==> src/rtl/axi_shim_wide_pkg.sv <==
`default_nettype none
// ============================================================================
// Module      : axi_shim_wide_pkg
// Description : Shared types, constants and helpers for axi_shim_wide.
//               Holds the write FSM state encoding, the AXI constants driven
//               on AW/AR, the response-decode helper and the width helpers
//               used to size the burst-length and outstanding-count fields.
//               Related compile-time option: AXI_SHIM_OT_LIMIT_EN.
// Revision    : 1.0 - initial release
// ============================================================================
package axi_shim_wide_pkg;

    // Write channel sequencing: which of AW / last-W is still outstanding.
    typedef enum logic [1:0] {
        IDLE   = 2'd0,
        W_BOTH = 2'd1,
        W_DATA = 2'd2,
        W_ADDR = 2'd3
    } wr_state_e;

    localparam logic [1:0]  c_burst_incr       = 2'b01;
    localparam logic [3:0]  c_cache_modifiable = 4'b0010;
    localparam logic [1:0]  c_resp_exokay      = 2'b01;
    // ATOP bit that marks an atomic returning read data (R response).
    localparam int unsigned c_atop_r_resp      = 5;

    // Burst-length field width; at least one bit even for single-beat builds.
    function automatic int unsigned blen_w(input int unsigned num_words);
        return (num_words > 1) ? unsigned'($clog2(num_words)) : 1;
    endfunction

    // Counter width able to hold 0..max_ot inclusive.
    function automatic int unsigned cnt_w(input int unsigned max_ot);
        return unsigned'($clog2(max_ot + 1));
    endfunction

    // SLVERR (2'b10) and DECERR (2'b11) both have the MSB set.
    function automatic logic resp_is_err(input logic [1:0] resp);
        return resp[1];
    endfunction

endpackage
`default_nettype wire

==> src/rtl/axi_shim_wide_if.sv <==
`default_nettype none
// ============================================================================
// Module      : axi_shim_wide_if
// Description : AXI4+ATOP master-port bundle used by axi_shim_wide.
//               master modport : shim side (drives AW/W/AR, B/R ready).
//               slave  modport : crossbar side (drives readys, B and R).
// Revision    : 1.0 - initial release
// ============================================================================
interface axi_shim_wide_if #(
    parameter int unsigned AxiAddrWidth = 64,
    parameter int unsigned AxiDataWidth = 64,
    parameter int unsigned AxiIdWidth   = 4,
    parameter int unsigned AxiUserWidth = 1
);
    localparam int unsigned StrbW = AxiDataWidth / 8;

    logic                    aw_valid, aw_ready, aw_lock;
    logic [AxiIdWidth-1:0]   aw_id;
    logic [AxiAddrWidth-1:0] aw_addr;
    logic [7:0]              aw_len;
    logic [2:0]              aw_size, aw_prot;
    logic [1:0]              aw_burst;
    logic [3:0]              aw_cache, aw_qos, aw_region;
    logic [5:0]              aw_atop;
    logic [AxiUserWidth-1:0] aw_user;

    logic                    w_valid, w_ready, w_last;
    logic [AxiDataWidth-1:0] w_data;
    logic [StrbW-1:0]        w_strb;
    logic [AxiUserWidth-1:0] w_user;

    logic                    b_valid, b_ready;
    logic [AxiIdWidth-1:0]   b_id;
    logic [1:0]              b_resp;

    logic                    ar_valid, ar_ready, ar_lock;
    logic [AxiIdWidth-1:0]   ar_id;
    logic [AxiAddrWidth-1:0] ar_addr;
    logic [7:0]              ar_len;
    logic [2:0]              ar_size, ar_prot;
    logic [1:0]              ar_burst;
    logic [3:0]              ar_cache, ar_qos, ar_region;
    logic [AxiUserWidth-1:0] ar_user;

    logic                    r_valid, r_ready, r_last;
    logic [AxiIdWidth-1:0]   r_id;
    logic [AxiDataWidth-1:0] r_data;
    logic [1:0]              r_resp;
    logic [AxiUserWidth-1:0] r_user;

    modport master (
        output aw_valid, aw_id, aw_addr, aw_len, aw_size, aw_burst, aw_lock,
               aw_cache, aw_prot, aw_qos, aw_region, aw_atop, aw_user,
               w_valid, w_data, w_strb, w_last, w_user, b_ready,
               ar_valid, ar_id, ar_addr, ar_len, ar_size, ar_burst, ar_lock,
               ar_cache, ar_prot, ar_qos, ar_region, ar_user, r_ready,
        input  aw_ready, w_ready, b_valid, b_id, b_resp,
               ar_ready, r_valid, r_id, r_data, r_resp, r_last, r_user
    );

    modport slave (
        input  aw_valid, aw_id, aw_addr, aw_len, aw_size, aw_burst, aw_lock,
               aw_cache, aw_prot, aw_qos, aw_region, aw_atop, aw_user,
               w_valid, w_data, w_strb, w_last, w_user, b_ready,
               ar_valid, ar_id, ar_addr, ar_len, ar_size, ar_burst, ar_lock,
               ar_cache, ar_prot, ar_qos, ar_region, ar_user, r_ready,
        output aw_ready, w_ready, b_valid, b_id, b_resp,
               ar_ready, r_valid, r_id, r_data, r_resp, r_last, r_user
    );

endinterface
`default_nettype wire

==> src/rtl/axi_shim_ot_cnt.sv <==
`default_nettype none
// ============================================================================
// Module      : axi_shim_ot_cnt
// Description : Outstanding-transaction counter for one direction.
//               Ports: clk_i, rst_ni (async, active-low), inc_i (0..2
//               increments this cycle), dec_i, cnt_o, full_o (cnt==MaxCount),
//               empty_o (cnt==0). Leaving 0..MaxCount is an assertion error.
//               Instantiated by axi_shim_wide under AXI_SHIM_OT_LIMIT_EN.
// Revision    : 1.0 - initial release
// ============================================================================
module axi_shim_ot_cnt #(
    parameter int unsigned MaxCount = 4,
    parameter int unsigned CntW     = 3
) (
    input  wire logic            clk_i,
    input  wire logic            rst_ni,
    input  wire logic [1:0]      inc_i,
    input  wire logic            dec_i,
    output logic      [CntW-1:0] cnt_o,
    output logic                 full_o,
    output logic                 empty_o
);

    logic [CntW-1:0] cnt_q, cnt_d;
    // Two guard bits so that both overflow and underflow (wrap) land above
    // MaxCount and are caught by a single range check.
    logic [CntW+1:0] w_sum;

    assign w_sum   = {2'b00, cnt_q} + {{CntW{1'b0}}, inc_i} - {{(CntW+1){1'b0}}, dec_i};
    assign cnt_d   = w_sum[CntW-1:0];
    assign cnt_o   = cnt_q;
    assign full_o  = (cnt_q == CntW'(MaxCount));
    assign empty_o = (cnt_q == '0);

    always_ff @(posedge clk_i or negedge rst_ni) begin
        if (!rst_ni) begin
            cnt_q <= '0;
        end else begin
            cnt_q <= cnt_d;
        end
    end

    a_ot_range : assert property (@(posedge clk_i) disable iff (!rst_ni)
        w_sum <= (CntW+2)'(MaxCount));

endmodule
`default_nettype wire

==> src/rtl/axi_shim_wide.sv <==
`default_nettype none
// ============================================================================
// Module      : axi_shim_wide
// Description : Converts cache/PTW/AMO read and write requests into AXI4+ATOP
//               transactions on one master port. AW and W are issued
//               independently; request payloads are not registered, so
//               requesters hold them until the grant. R and B pass straight
//               through with EXOKAY / error decode.
//               Ports: clk_i, rst_ni (async active-low); rd_* read request,
//               grant and R response; wr_* write request, grant and B
//               response; rd/wr_outstanding_o; axi (master modport).
//               Option AXI_SHIM_OT_LIMIT_EN: per-direction outstanding
//               counters that block new transactions at MaxOutstanding.
//               Without it the outstanding outputs are tied to 0.
// Revision    : 1.0 - initial release
// ============================================================================
module axi_shim_wide
    import axi_shim_wide_pkg::*;
#(
    parameter int unsigned  AxiAddrWidth   = 64,
    parameter int unsigned  AxiDataWidth   = 64,
    parameter int unsigned  AxiIdWidth     = 4,
    parameter int unsigned  AxiUserWidth   = 1,
    parameter int unsigned  AxiNumWords    = 4,
    parameter int unsigned  MaxOutstanding = 4,
    localparam int unsigned BlenW          = blen_w(AxiNumWords),
    localparam int unsigned CntW           = cnt_w(MaxOutstanding),
    localparam int unsigned StrbW          = AxiDataWidth / 8
) (
    input  wire logic                                     clk_i,
    input  wire logic                                     rst_ni,
    // Read request / R response
    input  wire logic                                     rd_req_i,
    output logic                                          rd_gnt_o,
    input  wire logic [AxiAddrWidth-1:0]                  rd_addr_i,
    input  wire logic [BlenW-1:0]                         rd_blen_i,
    input  wire logic [2:0]                               rd_size_i,
    input  wire logic [AxiIdWidth-1:0]                    rd_id_i,
    input  wire logic                                     rd_lock_i,
    input  wire logic                                     rd_rdy_i,
    output logic                                          rd_valid_o,
    output logic                                          rd_last_o,
    output logic      [AxiDataWidth-1:0]                  rd_data_o,
    output logic      [AxiUserWidth-1:0]                  rd_user_o,
    output logic      [AxiIdWidth-1:0]                    rd_id_o,
    output logic                                          rd_exokay_o,
    output logic                                          rd_err_o,
    // Write request / B response
    input  wire logic                                     wr_req_i,
    output logic                                          wr_gnt_o,
    input  wire logic [AxiAddrWidth-1:0]                  wr_addr_i,
    input  wire logic [AxiNumWords-1:0][AxiDataWidth-1:0] wr_data_i,
    input  wire logic [AxiNumWords-1:0][AxiUserWidth-1:0] wr_user_i,
    input  wire logic [AxiNumWords-1:0][StrbW-1:0]        wr_be_i,
    input  wire logic [BlenW-1:0]                         wr_blen_i,
    input  wire logic [2:0]                               wr_size_i,
    input  wire logic [AxiIdWidth-1:0]                    wr_id_i,
    input  wire logic                                     wr_lock_i,
    input  wire logic [5:0]                               wr_atop_i,
    input  wire logic                                     wr_rdy_i,
    output logic                                          wr_valid_o,
    output logic      [AxiIdWidth-1:0]                    wr_id_o,
    output logic                                          wr_exokay_o,
    output logic                                          wr_err_o,
    // Outstanding counts
    output logic      [CntW-1:0]                          rd_outstanding_o,
    output logic      [CntW-1:0]                          wr_outstanding_o,
    // AXI master port
    axi_shim_wide_if.master                               axi
);

    // ------------------------------------------------------------------
    // Elaboration checks
    // ------------------------------------------------------------------
    if (AxiNumWords < 1) begin : g_chk_num_words
        $error("axi_shim_wide: AxiNumWords must be >= 1");
    end
    if ((AxiDataWidth < 32) || (AxiDataWidth > 512) ||
        ((AxiDataWidth & (AxiDataWidth - 1)) != 0)) begin : g_chk_data_width
        $error("axi_shim_wide: AxiDataWidth must be a power of two in 32..512");
    end
    if (AxiIdWidth < 2) begin : g_chk_id_width
        $error("axi_shim_wide: AxiIdWidth must be >= 2");
    end
    if (MaxOutstanding < 1) begin : g_chk_max_ot
        $error("axi_shim_wide: MaxOutstanding must be >= 1");
    end

    wr_state_e        wr_state_q, wr_state_d;
    logic [BlenW-1:0] wr_cnt_q, wr_cnt_d;

    logic w_wr_limit, w_rd_limit, w_wr_start;
    logic w_aw_vld, w_wch_vld, w_wch_last;
    logic w_aw_hs, w_wch_hs, w_wlast_hs, w_wr_gnt;
    logic w_ar_vld, w_ar_hs;

    // ------------------------------------------------------------------
    // Write channel sequencing
    // ------------------------------------------------------------------
    // The limit only gates leaving IDLE; once valids are up the FSM leaves
    // IDLE in the same cycle, so a started burst is never throttled.
    assign w_wr_start = wr_req_i & ~w_wr_limit;

    always_comb begin
        w_aw_vld  = 1'b0;
        w_wch_vld = 1'b0;
        case (wr_state_q)
            IDLE: begin
                w_aw_vld  = w_wr_start;
                w_wch_vld = w_wr_start;
            end
            W_BOTH: begin
                w_aw_vld  = 1'b1;
                w_wch_vld = 1'b1;
            end
            W_DATA:  w_wch_vld = 1'b1;
            W_ADDR:  w_aw_vld  = 1'b1;
            default: ;
        endcase
    end

    assign w_wch_last = (wr_cnt_q == wr_blen_i);
    assign w_aw_hs    = w_aw_vld & axi.aw_ready;
    assign w_wch_hs   = w_wch_vld & axi.w_ready;
    assign w_wlast_hs = w_wch_hs & w_wch_last;

    always_comb begin
        wr_state_d = wr_state_q;
        w_wr_gnt   = 1'b0;
        case (wr_state_q)
            IDLE, W_BOTH: begin
                // In IDLE, w_aw_vld is only high when a write is starting.
                if (w_aw_vld) begin
                    case ({w_aw_hs, w_wlast_hs})
                        2'b11: begin
                            wr_state_d = IDLE;
                            w_wr_gnt   = 1'b1;
                        end
                        2'b10:   wr_state_d = W_DATA;
                        2'b01:   wr_state_d = W_ADDR;
                        default: wr_state_d = W_BOTH;
                    endcase
                end
            end
            W_DATA: begin
                if (w_wlast_hs) begin
                    wr_state_d = IDLE;
                    w_wr_gnt   = 1'b1;
                end
            end
            W_ADDR: begin
                if (w_aw_hs) begin
                    wr_state_d = IDLE;
                    w_wr_gnt   = 1'b1;
                end
            end
            default: wr_state_d = IDLE;
        endcase
    end

    always_comb begin
        wr_cnt_d = wr_cnt_q;
        if (w_wr_gnt) begin
            wr_cnt_d = '0;
        end else if (w_wch_hs && !w_wch_last) begin
            wr_cnt_d = wr_cnt_q + 1'b1;
        end
    end

    always_ff @(posedge clk_i or negedge rst_ni) begin
        if (!rst_ni) begin
            wr_state_q <= IDLE;
            wr_cnt_q   <= '0;
        end else begin
            wr_state_q <= wr_state_d;
            wr_cnt_q   <= wr_cnt_d;
        end
    end

    assign wr_gnt_o = w_wr_gnt;

    // ------------------------------------------------------------------
    // Read address channel
    // ------------------------------------------------------------------
    assign w_ar_vld = rd_req_i & ~w_rd_limit;
    assign w_ar_hs  = w_ar_vld & axi.ar_ready;
    assign rd_gnt_o = w_ar_hs;

    // ------------------------------------------------------------------
    // Outstanding tracking
    // ------------------------------------------------------------------
`ifdef AXI_SHIM_OT_LIMIT_EN
    logic       w_wr_full, w_rd_full, w_wr_empty, w_rd_empty;
    logic       w_b_hs, w_r_last_hs;
    logic [1:0] w_rd_inc;

    assign w_b_hs      = axi.b_valid & wr_rdy_i;
    assign w_r_last_hs = axi.r_valid & axi.r_last & rd_rdy_i;
    // An atomic with read response also returns R data, so it occupies a
    // read slot; it can coincide with an AR handshake (two increments).
    assign w_rd_inc    = {1'b0, w_ar_hs} + {1'b0, w_wr_gnt & wr_atop_i[c_atop_r_resp]};

    assign w_wr_limit  = w_wr_full | (wr_atop_i[c_atop_r_resp] & w_rd_full);
    assign w_rd_limit  = w_rd_full;

    axi_shim_ot_cnt #(
        .MaxCount (MaxOutstanding),
        .CntW     (CntW)
    ) u_wr_ot_cnt (
        .clk_i   (clk_i),
        .rst_ni  (rst_ni),
        .inc_i   ({1'b0, w_wr_gnt}),
        .dec_i   (w_b_hs),
        .cnt_o   (wr_outstanding_o),
        .full_o  (w_wr_full),
        .empty_o (w_wr_empty)
    );

    axi_shim_ot_cnt #(
        .MaxCount (MaxOutstanding),
        .CntW     (CntW)
    ) u_rd_ot_cnt (
        .clk_i   (clk_i),
        .rst_ni  (rst_ni),
        .inc_i   (w_rd_inc),
        .dec_i   (w_r_last_hs),
        .cnt_o   (rd_outstanding_o),
        .full_o  (w_rd_full),
        .empty_o (w_rd_empty)
    );

    a_b_needs_write : assert property (@(posedge clk_i) disable iff (!rst_ni)
        w_b_hs |-> !w_wr_empty);
    a_r_needs_read : assert property (@(posedge clk_i) disable iff (!rst_ni)
        w_r_last_hs |-> !w_rd_empty);
`else
    assign w_wr_limit       = 1'b0;
    assign w_rd_limit       = 1'b0;
    assign wr_outstanding_o = '0;
    assign rd_outstanding_o = '0;
`endif

    // ------------------------------------------------------------------
    // AXI request fields
    // ------------------------------------------------------------------
    assign axi.aw_valid  = w_aw_vld;
    assign axi.aw_id     = wr_id_i;
    assign axi.aw_addr   = wr_addr_i;
    assign axi.aw_len    = 8'(wr_blen_i);
    assign axi.aw_size   = wr_size_i;
    assign axi.aw_burst  = c_burst_incr;
    assign axi.aw_lock   = wr_lock_i;
    assign axi.aw_cache  = c_cache_modifiable;
    assign axi.aw_prot   = '0;
    assign axi.aw_qos    = '0;
    assign axi.aw_region = '0;
    assign axi.aw_atop   = wr_atop_i;
    assign axi.aw_user   = '0;

    assign axi.w_valid   = w_wch_vld;
    assign axi.w_data    = wr_data_i[wr_cnt_q];
    assign axi.w_strb    = wr_be_i[wr_cnt_q];
    assign axi.w_user    = wr_user_i[wr_cnt_q];
    assign axi.w_last    = w_wch_last;

    assign axi.ar_valid  = w_ar_vld;
    assign axi.ar_id     = rd_id_i;
    assign axi.ar_addr   = rd_addr_i;
    assign axi.ar_len    = 8'(rd_blen_i);
    assign axi.ar_size   = rd_size_i;
    assign axi.ar_burst  = c_burst_incr;
    assign axi.ar_lock   = rd_lock_i;
    assign axi.ar_cache  = c_cache_modifiable;
    assign axi.ar_prot   = '0;
    assign axi.ar_qos    = '0;
    assign axi.ar_region = '0;
    assign axi.ar_user   = '0;

    // ------------------------------------------------------------------
    // R / B passthrough
    // ------------------------------------------------------------------
    assign axi.r_ready   = rd_rdy_i;
    assign rd_valid_o    = axi.r_valid;
    assign rd_last_o     = axi.r_last;
    assign rd_data_o     = axi.r_data;
    assign rd_user_o     = axi.r_user;
    assign rd_id_o       = axi.r_id;
    assign rd_exokay_o   = (axi.r_resp == c_resp_exokay);
    assign rd_err_o      = resp_is_err(axi.r_resp);

    assign axi.b_ready   = wr_rdy_i;
    assign wr_valid_o    = axi.b_valid;
    assign wr_id_o       = axi.b_id;
    assign wr_exokay_o   = (axi.b_resp == c_resp_exokay);
    assign wr_err_o      = resp_is_err(axi.b_resp);

endmodule
`default_nettype wire
==> src/flat_wrapper.sv <==
// flat-port wrapper written by rule: the top's interface ports become plain ports
module axi_shim_wide_flat import axi_shim_wide_pkg::*;
#(
    parameter int unsigned  AxiAddrWidth   = 64,
    parameter int unsigned  AxiDataWidth   = 64,
    parameter int unsigned  AxiIdWidth     = 4,
    parameter int unsigned  AxiUserWidth   = 1,
    parameter int unsigned  AxiNumWords    = 4,
    parameter int unsigned  MaxOutstanding = 4,
    localparam int unsigned BlenW          = blen_w(AxiNumWords),
    localparam int unsigned CntW           = cnt_w(MaxOutstanding),
    localparam int unsigned StrbW          = AxiDataWidth / 8
)
  (clk_i, rst_ni, rd_req_i, rd_gnt_o, rd_addr_i, rd_blen_i, rd_size_i, rd_id_i, rd_lock_i, rd_rdy_i, rd_valid_o, rd_last_o, rd_data_o, rd_user_o, rd_id_o, rd_exokay_o, rd_err_o, wr_req_i, wr_gnt_o, wr_addr_i, wr_data_i, wr_user_i, wr_be_i, wr_blen_i, wr_size_i, wr_id_i, wr_lock_i, wr_atop_i, wr_rdy_i, wr_valid_o, wr_id_o, wr_exokay_o, wr_err_o, rd_outstanding_o, wr_outstanding_o, axi_aw_valid, axi_aw_id, axi_aw_addr, axi_aw_len, axi_aw_size, axi_aw_burst, axi_aw_lock, axi_aw_cache, axi_aw_prot, axi_aw_qos, axi_aw_region, axi_aw_atop, axi_aw_user, axi_w_valid, axi_w_data, axi_w_strb, axi_w_last, axi_w_user, axi_b_ready, axi_ar_valid, axi_ar_id, axi_ar_addr, axi_ar_len, axi_ar_size, axi_ar_burst, axi_ar_lock, axi_ar_cache, axi_ar_prot, axi_ar_qos, axi_ar_region, axi_ar_user, axi_r_ready, axi_aw_ready, axi_w_ready, axi_b_valid, axi_b_id, axi_b_resp, axi_ar_ready, axi_r_valid, axi_r_id, axi_r_data, axi_r_resp, axi_r_last, axi_r_user);
  axi_shim_wide_if #(.AxiAddrWidth(AxiAddrWidth), .AxiDataWidth(AxiDataWidth), .AxiIdWidth(AxiIdWidth), .AxiUserWidth(AxiUserWidth)) axi_i ();
  input  wire logic clk_i;
  input  wire logic rst_ni;
  input  wire logic rd_req_i;
  output logic rd_gnt_o;
  input  wire logic [AxiAddrWidth-1:0] rd_addr_i;
  input  wire logic [BlenW-1:0] rd_blen_i;
  input  wire logic [2:0] rd_size_i;
  input  wire logic [AxiIdWidth-1:0] rd_id_i;
  input  wire logic rd_lock_i;
  input  wire logic rd_rdy_i;
  output logic rd_valid_o;
  output logic rd_last_o;
  output logic      [AxiDataWidth-1:0] rd_data_o;
  output logic      [AxiUserWidth-1:0] rd_user_o;
  output logic      [AxiIdWidth-1:0] rd_id_o;
  output logic rd_exokay_o;
  output logic rd_err_o;
  input  wire logic wr_req_i;
  output logic wr_gnt_o;
  input  wire logic [AxiAddrWidth-1:0] wr_addr_i;
  input  wire logic [AxiNumWords-1:0][AxiDataWidth-1:0] wr_data_i;
  input  wire logic [AxiNumWords-1:0][AxiUserWidth-1:0] wr_user_i;
  input  wire logic [AxiNumWords-1:0][StrbW-1:0] wr_be_i;
  input  wire logic [BlenW-1:0] wr_blen_i;
  input  wire logic [2:0] wr_size_i;
  input  wire logic [AxiIdWidth-1:0] wr_id_i;
  input  wire logic wr_lock_i;
  input  wire logic [5:0] wr_atop_i;
  input  wire logic wr_rdy_i;
  output logic wr_valid_o;
  output logic      [AxiIdWidth-1:0] wr_id_o;
  output logic wr_exokay_o;
  output logic wr_err_o;
  output logic      [CntW-1:0] rd_outstanding_o;
  output logic      [CntW-1:0] wr_outstanding_o;
  output wire logic [$bits(axi_i.aw_valid)-1:0] axi_aw_valid;
  output wire logic [$bits(axi_i.aw_id)-1:0] axi_aw_id;
  output wire logic [$bits(axi_i.aw_addr)-1:0] axi_aw_addr;
  output wire logic [$bits(axi_i.aw_len)-1:0] axi_aw_len;
  output wire logic [$bits(axi_i.aw_size)-1:0] axi_aw_size;
  output wire logic [$bits(axi_i.aw_burst)-1:0] axi_aw_burst;
  output wire logic [$bits(axi_i.aw_lock)-1:0] axi_aw_lock;
  output wire logic [$bits(axi_i.aw_cache)-1:0] axi_aw_cache;
  output wire logic [$bits(axi_i.aw_prot)-1:0] axi_aw_prot;
  output wire logic [$bits(axi_i.aw_qos)-1:0] axi_aw_qos;
  output wire logic [$bits(axi_i.aw_region)-1:0] axi_aw_region;
  output wire logic [$bits(axi_i.aw_atop)-1:0] axi_aw_atop;
  output wire logic [$bits(axi_i.aw_user)-1:0] axi_aw_user;
  output wire logic [$bits(axi_i.w_valid)-1:0] axi_w_valid;
  output wire logic [$bits(axi_i.w_data)-1:0] axi_w_data;
  output wire logic [$bits(axi_i.w_strb)-1:0] axi_w_strb;
  output wire logic [$bits(axi_i.w_last)-1:0] axi_w_last;
  output wire logic [$bits(axi_i.w_user)-1:0] axi_w_user;
  output wire logic [$bits(axi_i.b_ready)-1:0] axi_b_ready;
  output wire logic [$bits(axi_i.ar_valid)-1:0] axi_ar_valid;
  output wire logic [$bits(axi_i.ar_id)-1:0] axi_ar_id;
  output wire logic [$bits(axi_i.ar_addr)-1:0] axi_ar_addr;
  output wire logic [$bits(axi_i.ar_len)-1:0] axi_ar_len;
  output wire logic [$bits(axi_i.ar_size)-1:0] axi_ar_size;
  output wire logic [$bits(axi_i.ar_burst)-1:0] axi_ar_burst;
  output wire logic [$bits(axi_i.ar_lock)-1:0] axi_ar_lock;
  output wire logic [$bits(axi_i.ar_cache)-1:0] axi_ar_cache;
  output wire logic [$bits(axi_i.ar_prot)-1:0] axi_ar_prot;
  output wire logic [$bits(axi_i.ar_qos)-1:0] axi_ar_qos;
  output wire logic [$bits(axi_i.ar_region)-1:0] axi_ar_region;
  output wire logic [$bits(axi_i.ar_user)-1:0] axi_ar_user;
  output wire logic [$bits(axi_i.r_ready)-1:0] axi_r_ready;
  input wire logic [$bits(axi_i.aw_ready)-1:0] axi_aw_ready;
  input wire logic [$bits(axi_i.w_ready)-1:0] axi_w_ready;
  input wire logic [$bits(axi_i.b_valid)-1:0] axi_b_valid;
  input wire logic [$bits(axi_i.b_id)-1:0] axi_b_id;
  input wire logic [$bits(axi_i.b_resp)-1:0] axi_b_resp;
  input wire logic [$bits(axi_i.ar_ready)-1:0] axi_ar_ready;
  input wire logic [$bits(axi_i.r_valid)-1:0] axi_r_valid;
  input wire logic [$bits(axi_i.r_id)-1:0] axi_r_id;
  input wire logic [$bits(axi_i.r_data)-1:0] axi_r_data;
  input wire logic [$bits(axi_i.r_resp)-1:0] axi_r_resp;
  input wire logic [$bits(axi_i.r_last)-1:0] axi_r_last;
  input wire logic [$bits(axi_i.r_user)-1:0] axi_r_user;
  assign axi_aw_valid = axi_i.aw_valid;
  assign axi_aw_id = axi_i.aw_id;
  assign axi_aw_addr = axi_i.aw_addr;
  assign axi_aw_len = axi_i.aw_len;
  assign axi_aw_size = axi_i.aw_size;
  assign axi_aw_burst = axi_i.aw_burst;
  assign axi_aw_lock = axi_i.aw_lock;
  assign axi_aw_cache = axi_i.aw_cache;
  assign axi_aw_prot = axi_i.aw_prot;
  assign axi_aw_qos = axi_i.aw_qos;
  assign axi_aw_region = axi_i.aw_region;
  assign axi_aw_atop = axi_i.aw_atop;
  assign axi_aw_user = axi_i.aw_user;
  assign axi_w_valid = axi_i.w_valid;
  assign axi_w_data = axi_i.w_data;
  assign axi_w_strb = axi_i.w_strb;
  assign axi_w_last = axi_i.w_last;
  assign axi_w_user = axi_i.w_user;
  assign axi_b_ready = axi_i.b_ready;
  assign axi_ar_valid = axi_i.ar_valid;
  assign axi_ar_id = axi_i.ar_id;
  assign axi_ar_addr = axi_i.ar_addr;
  assign axi_ar_len = axi_i.ar_len;
  assign axi_ar_size = axi_i.ar_size;
  assign axi_ar_burst = axi_i.ar_burst;
  assign axi_ar_lock = axi_i.ar_lock;
  assign axi_ar_cache = axi_i.ar_cache;
  assign axi_ar_prot = axi_i.ar_prot;
  assign axi_ar_qos = axi_i.ar_qos;
  assign axi_ar_region = axi_i.ar_region;
  assign axi_ar_user = axi_i.ar_user;
  assign axi_r_ready = axi_i.r_ready;
  assign axi_i.aw_ready = axi_aw_ready;
  assign axi_i.w_ready = axi_w_ready;
  assign axi_i.b_valid = axi_b_valid;
  assign axi_i.b_id = axi_b_id;
  assign axi_i.b_resp = axi_b_resp;
  assign axi_i.ar_ready = axi_ar_ready;
  assign axi_i.r_valid = axi_r_valid;
  assign axi_i.r_id = axi_r_id;
  assign axi_i.r_data = axi_r_data;
  assign axi_i.r_resp = axi_r_resp;
  assign axi_i.r_last = axi_r_last;
  assign axi_i.r_user = axi_r_user;
  axi_shim_wide #(.AxiAddrWidth(AxiAddrWidth), .AxiDataWidth(AxiDataWidth), .AxiIdWidth(AxiIdWidth), .AxiUserWidth(AxiUserWidth), .AxiNumWords(AxiNumWords), .MaxOutstanding(MaxOutstanding)) u_core (.clk_i(clk_i), .rst_ni(rst_ni), .rd_req_i(rd_req_i), .rd_gnt_o(rd_gnt_o), .rd_addr_i(rd_addr_i), .rd_blen_i(rd_blen_i), .rd_size_i(rd_size_i), .rd_id_i(rd_id_i), .rd_lock_i(rd_lock_i), .rd_rdy_i(rd_rdy_i), .rd_valid_o(rd_valid_o), .rd_last_o(rd_last_o), .rd_data_o(rd_data_o), .rd_user_o(rd_user_o), .rd_id_o(rd_id_o), .rd_exokay_o(rd_exokay_o), .rd_err_o(rd_err_o), .wr_req_i(wr_req_i), .wr_gnt_o(wr_gnt_o), .wr_addr_i(wr_addr_i), .wr_data_i(wr_data_i), .wr_user_i(wr_user_i), .wr_be_i(wr_be_i), .wr_blen_i(wr_blen_i), .wr_size_i(wr_size_i), .wr_id_i(wr_id_i), .wr_lock_i(wr_lock_i), .wr_atop_i(wr_atop_i), .wr_rdy_i(wr_rdy_i), .wr_valid_o(wr_valid_o), .wr_id_o(wr_id_o), .wr_exokay_o(wr_exokay_o), .wr_err_o(wr_err_o), .rd_outstanding_o(rd_outstanding_o), .wr_outstanding_o(wr_outstanding_o), .axi(axi_i));
endmodule
==> config.mk <==
export PLATFORM = sky130hd
export DESIGN_NAME = axi_shim_wide_flat
export DESIGN_NICKNAME = d
export VERILOG_FILES = /design/src/rtl/axi_shim_wide_pkg.sv /design/src/rtl/axi_shim_wide_if.sv /design/src/rtl/axi_shim_ot_cnt.sv /design/src/rtl/axi_shim_wide.sv /design/src/flat_wrapper.sv
export SDC_FILE = /design/constraint.sdc
export NUM_CORES = 1
export LEC_CHECK = 0
export BUFFER_PORTS_ARGS = -buffer_cell sky130_fd_sc_hd__clkbuf_2
export CORE_AREA = 4 4 350 352
export DETAILED_ROUTE_END_ITERATION = 10
export DIE_AREA = 0 0 354 356
export PLACE_DENSITY = 0.31
export SKIP_CTS_REPAIR_TIMING = 1
export SYNTH_ARGS = -nofsm -noshare
export SYNTH_HDL_FRONTEND = slang
export SYNTH_SLANG_ARGS = --single-unit
==> constraint.sdc <==
create_clock -name clk_i -period 2.3 [get_ports clk_i]
set_input_delay 0.46 -clock clk_i [delete_from_list [all_inputs] [get_ports clk_i]]
set_output_delay 0.46 -clock clk_i [all_outputs]
set_load 0.05 [all_outputs]
# Word level (Yosys, flattened, before mapping)
# Cells that the tools add are included.
# classes
n_lt_le_gt_ge	1
eq_ne	12
bitwise	4
muxes	20
n_addsub	1
reduce_logical	8
# op_table
op	n
binary-select mux 64 bit (select 2 bit)	1
two-way mux 64 bit	1
binary-select mux 8 bit (select 2 bit)	1
one-hot mux 2 bit (3 select lines)	2
two-way mux 2 bit	5
equality test 2 x 1 -> 1 bit (second input constant)	4
equality test 2 bit (second input constant)	4
two-way mux 8 bit	1
inequality test 2 x 1 -> 1 bit (second input constant)	3
OR reduction 2 bit	3
two-way mux 1 bit	5
AND 1 bit	4
one-hot mux 1 bit (2 select lines)	2
< comparator 2 x 3 -> 1 bit (second input constant)	1
one-hot mux 1 bit (3 select lines)	1
AND reduction 3 bit	1
adder 2 x 1 -> 2 bit (second input constant)	1
binary-select mux 1 bit (select 2 bit)	1
equality test 2 bit	1
logical NOT 2 bit	1
nonzero test 2 bit	1
logical AND 1 bit	1
logical NOT 1 bit	1
# word_totals
input_bits	535
elab_cells	48
output_inout_bits	369
reg_bits	4

# Logic depth before layout (Yosys ltp)
# logic_depth
ltp_word	10
mapped_depth	10
depth_no_buf	10

# Least setup slack after synthesis
# OpenSTA, ideal clock, no wires.
# synth_timing
kind	register -> output
from	register u_core.wr_state_q[0]
to	output port wr_gnt_o
required_ns	1.840
n_path_buf	0
setup_slack_ns	-0.502
path_stages_with_launch	11
t_arrival_ns	2.342
cell_sequence	dfrtp_1 inv_1 ha_1 a211oi_1 nor2_1 nand2_1 inv_1 ha_1 and3b_1 a221oi_2 inv_1
# synth_via
word_cells_on_any_way	18
cone_classes	eq/ne (4); mux (7); bitwise (3); reduce/logical (4)
# synth_rtl
element	line	rtl
start: declaration	axi_shim_wide.sv:89	wr_state_e wr_state_q, wr_state_d;
start signal: assignment	axi_shim_wide.sv:175	wr_state_q <= wr_state_d;
equality test 2 x 1 -> 1 bit / equality test 2 bit (equally long branches)	axi_shim_wide.sv:107	case (wr_state_q)
OR reduction 2 bit (no source line)	n/a	
one-hot mux 1 bit (2 select lines) (*)	axi_shim_wide.sv:107	
named net axi_aw_valid	flat_wrapper.sv:51	output wire logic [$bits(axi_i.aw_valid)-1:0] axi_aw_valid;
AND 1 bit	axi_shim_wide.sv:123	assign w_aw_hs = w_aw_vld & axi.aw_ready;
equality test 2 bit	axi_shim_wide.sv:134	case ({w_aw_hs, w_wlast_hs})
two-way mux 1 bit	axi_shim_wide.sv:134	
two-way mux 1 bit	axi_shim_wide.sv:133	if (w_aw_vld) begin
one-hot mux 1 bit (3 select lines) (*)	axi_shim_wide.sv:130	case (wr_state_q)
end: declaration	flat_wrapper.sv:34	output logic wr_gnt_o;
# The timed path passes the listed nets; every way through them passes the cells marked *.

# Final worst setup path
# layout_timing
from	register u_core.wr_state_q[0]
to	output port wr_gnt_o
# layout_via
elab_chain_len	9
word_cells_on_any_way	18
cone_classes	eq/ne (4); mux (7); bitwise (3); reduce/logical (4)
# layout_rtl
element	line	rtl
equality test 2 x 1 -> 1 bit / equality test 2 bit (equally long branches)	axi_shim_wide.sv:107, axi_shim_wide.sv:130	
OR reduction 2 bit (no source line)	n/a	
one-hot mux 1 bit (2 select lines)	axi_shim_wide.sv:107	
AND 1 bit	axi_shim_wide.sv:124	assign w_wch_hs = w_wch_vld & axi.w_ready;
AND 1 bit	axi_shim_wide.sv:125	assign w_wlast_hs = w_wch_hs & w_wch_last;
equality test 2 bit	axi_shim_wide.sv:134	
two-way mux 1 bit	axi_shim_wide.sv:134	
two-way mux 1 bit	axi_shim_wide.sv:133	
one-hot mux 1 bit (3 select lines) (*)	axi_shim_wide.sv:130	
# Every way passes the cells marked *; elsewhere a longest branch is shown, timed or not.

==> impl_results.md <==
* Worst Setup Path Type: flop to output port
* Cts bufs inserted at 3
* Worst IR drop on VDD at between 0.9 and 1 mV
* Routability cong. at approximately 0.7
* Post-Synth Adder-Cell Area at 1.71%
* Core area at between 0.1 and 0.15 sq mm
* Gr ovfl total at 0
* Pleak at roughly 3 nW
* Clock Tree Root: clkbuf_16
* Final setup violation count at 46
* Clock sink count at 4
* PwrDens at 1290 mW/mm^2
* I/O Buffers at roughly 390
* Simple-gate share of the synthesized area at ~2.2%
* Chip height at approximately 360 um
* Initial antenna violation count at between 50 and 60
* Post-synthesis compound-gate area fraction at under 10%
* Vias in the first global route at 4340
* CTS H-Tree Depth at 1
* DRC at 0
* Slew Viols, Final at 0
* Fmax at about 0.4 GHz
* Wire per inst at about 21 um
* Chip width at 354 um
* Util after Layout at under 10%
* Yosys warning count at 0
* Mean Syn Cell Area at just over 10 sq um
* Max Root-Sink Buffers at 2
* Crit end category: output port
* CP required at 1.84 ns
* First-pass GRT wire length at around 54000 um
* Clk_lat worst skew at 0.22 ns
* Cell area after synthesis at 0.00439 sq mm
* Iteration-0 DRC Markers at between 150 and 200
* Via count at slightly above 4000
* Maximum fanout along the worst path at 4
* Cell Rows at 127
* Clock transition at path regs at 0.03 ns
* Worst Hold Class: input port to async pin
* Post-synthesis mux area share at 37.4%
* RSZ-0062 raised after global routing: yes
* Antenna viol nets, final at 0
* Total Routing Usage GR at 6.78%
* Die area at between 0.1 and 0.15 sq mm
* Sequential element share of the synthesized area at roughly 2.3%
* Largest net degree at the start of global routing at 44
* Synth-to-layout area growth at 74.0%
* Outcome: finished, violations left
* FF-to-FF End: u_core.wr_cnt_q[0]
* # Max-Cap Violations at 0
* CTS tree: yes
* RR Startpoint: u_core.wr_state_q[0]
* Share of cells above drive strength 1 at a little under nine tenths
* #FFs+latches synth at 4
* Setup ws final at -0.261 ns
* Final Cycle Share at 111%
* Largest family of logic cells by synthesized area: buffers and inverters
* Crit path time final at 2.56 ns
* Failing checks: negative setup slack
* Syn Inst Count at 430
* Layout Nets at 1156
* Final hold violations at 0
* Synth Area in XOR/XNOR at 1.20%
* Final hold slack at between 0.04 and 0.05 ns
* IO Pins at 904
* DR vias/cell at about 1.8
* Hpwl dp at roughly 44000 um
* Total routed wirelength at about 48000 um
* TritonRoute pass-1 iters at 4
* Clock skew at roughly 0.0030 ns
* Synth unique cells at 29
* Setup slack, reg-to-reg at around 0.22 ns
* R2R depth at 11
* Critical Path Start Type: flop
* Starting Density at around 3.7%
* CP arrival at 2.10 ns
-- how the worst max path moves through the flow --
| stage | from | cells after the start | slack (ns) | to |
|---|---|---|---|---|
| after global routing | u_core.wr_state_q[0] | 11 | -0.36 | wr_gnt_o |
| after detailed placement | u_core.wr_state_q[1] | 11 | -0.14 | wr_gnt_o |
| final | u_core.wr_state_q[0] | 10 | -0.26 | wr_gnt_o |
| after CTS | u_core.wr_state_q[1] | 11 | -0.37 | wr_gnt_o |
| after floorplan | u_core.wr_state_q[1] | 10 | -0.08 | wr_gnt_o |
| after global placement | u_core.wr_state_q[1] | 11 | -0.14 | wr_gnt_o |
-- cells in the mapped netlist --
cell	number	share of area, %
a32o_1	2	0.46
ha_1	6	1.7
o211ai_1	1	0.17
mux4_2	73	37
nor2b_1	2	0.28
and2_1	4	0.57
nand2_1	1	0.085
buf_2	7	0.80
buf_4	296	51
buf_6	1	0.26
a211oi_1	2	0.34
nor3_1	1	0.11
xnor2_1	3	0.60
conb_1	2	0.17
a221oi_2	1	0.34
dfrtp_1	4	2.3
a2111oi_4	1	0.63
nor4_4	1	0.48
nor2_1	4	0.34
a21oi_1	1	0.11
xor2_1	3	0.60
and3b_1	1	0.20
a21oi_2	1	0.20
a22oi_1	1	0.17
buf_1	1	0.085
clkbuf_1	1	0.085
nand2b_1	1	0.14
o21ai_0	1	0.11
inv_1	7	0.60
-- state kept, by name (all words and copies together) (netlist names) --
register / cells
u_core.wr_cnt_q: 2
u_core.wr_state_q: 2
-- cell families after synthesis --
family	Yosys count
other	2
XOR/XNOR	6
AND/OR/NAND/NOR	15
adder cells (fa/ha/maj)	6
buffers and inverters	313
flip-flops	4
AO/OA/AOI/OAI	11
multiplexers	73
-- cell usage in the layout (no fill, tap or decap), drive strengths merged --
cell type and instances:
nor4 1, a21oi 2, conb 54, ha 6, nor2b 2, a211oi 2
a22oi 1, nand2 1, xor2 3, mux4 73, buf 111, a221oi 1
a2111oi 1, and2 4, dfrtp 4, a32o 2, clkbuf 327, diode 10
o211ai 1, xnor2 3, nor2 4, o21ai 1, nor3 1, nand2b 1
and3b 1, inv 7
-- where the power goes --
part / internal [mW] / leakage, nW / total [mW] / switching, mW
Sequential: 0.119 / 0.0466 / 0.163 / 0.0447
Combinational: 4.03 / 2.90 / 9.43 / 5.40
Clock: 0.229 / 0.0382 / 0.277 / 0.0480
Total: 4.37 / 2.99 / 9.87 / 5.49
-- per-stage QoR --
stage / cell area (sq um) / worst slack, ns / total power [mW] / cells / setup TNS, ns
finish: 7640 / -0.261 / 9.87 / 2236 / -2.59
global route: 7610 / -0.360 / 10.5 / 2226 / -7.30
CTS: 6940 / -0.372 / 8.59 / 2211 / -6.89
detailed placement: 6860 / -0.136 / 8.29 / 2207 / -0.136
global placement: 6860 / -0.143 / 8.32 / 2207 / -0.143
floorplan: 4610 / -0.0801 / 6.52 / 482 / -0.0801
-- layer usage --
layer  wire length (um)  track usage, %  vias to the layer above  part of all wire, %
met1              18500            7.90                     1823                   39
met3               7720            4.48                      182                   16
li1                   -               -                     1557                    -
met5                119               0                        -                 0.25
met2              19700            10.2                      494                   41
met4               1720            1.86                       20                  3.6
-- layout make-up --
cell class,count,area (sq um)
antenna,10,25.0
clock buffer,4,78.8
fill,14100,112000
inverter,7,26.3
multi-input combinational,165,2230
sequential,4,108
tap,1612,2020
timing repair buffer,434,3150
-- critical path, cell delays in order (launching register included) --
cell and delay (ns):
dfrtp_1 0.41, ha_2 0.23, a211oi_4 0.25, nor2_4 0.05, nand2_2 0.06, inv_1 0.04
ha_2 0.16, and3b_1 0.17, a221oi_2 0.25, inv_2 0.08, buf_12 0.16
Note: power is estimated with default switching activity, not from simulation.
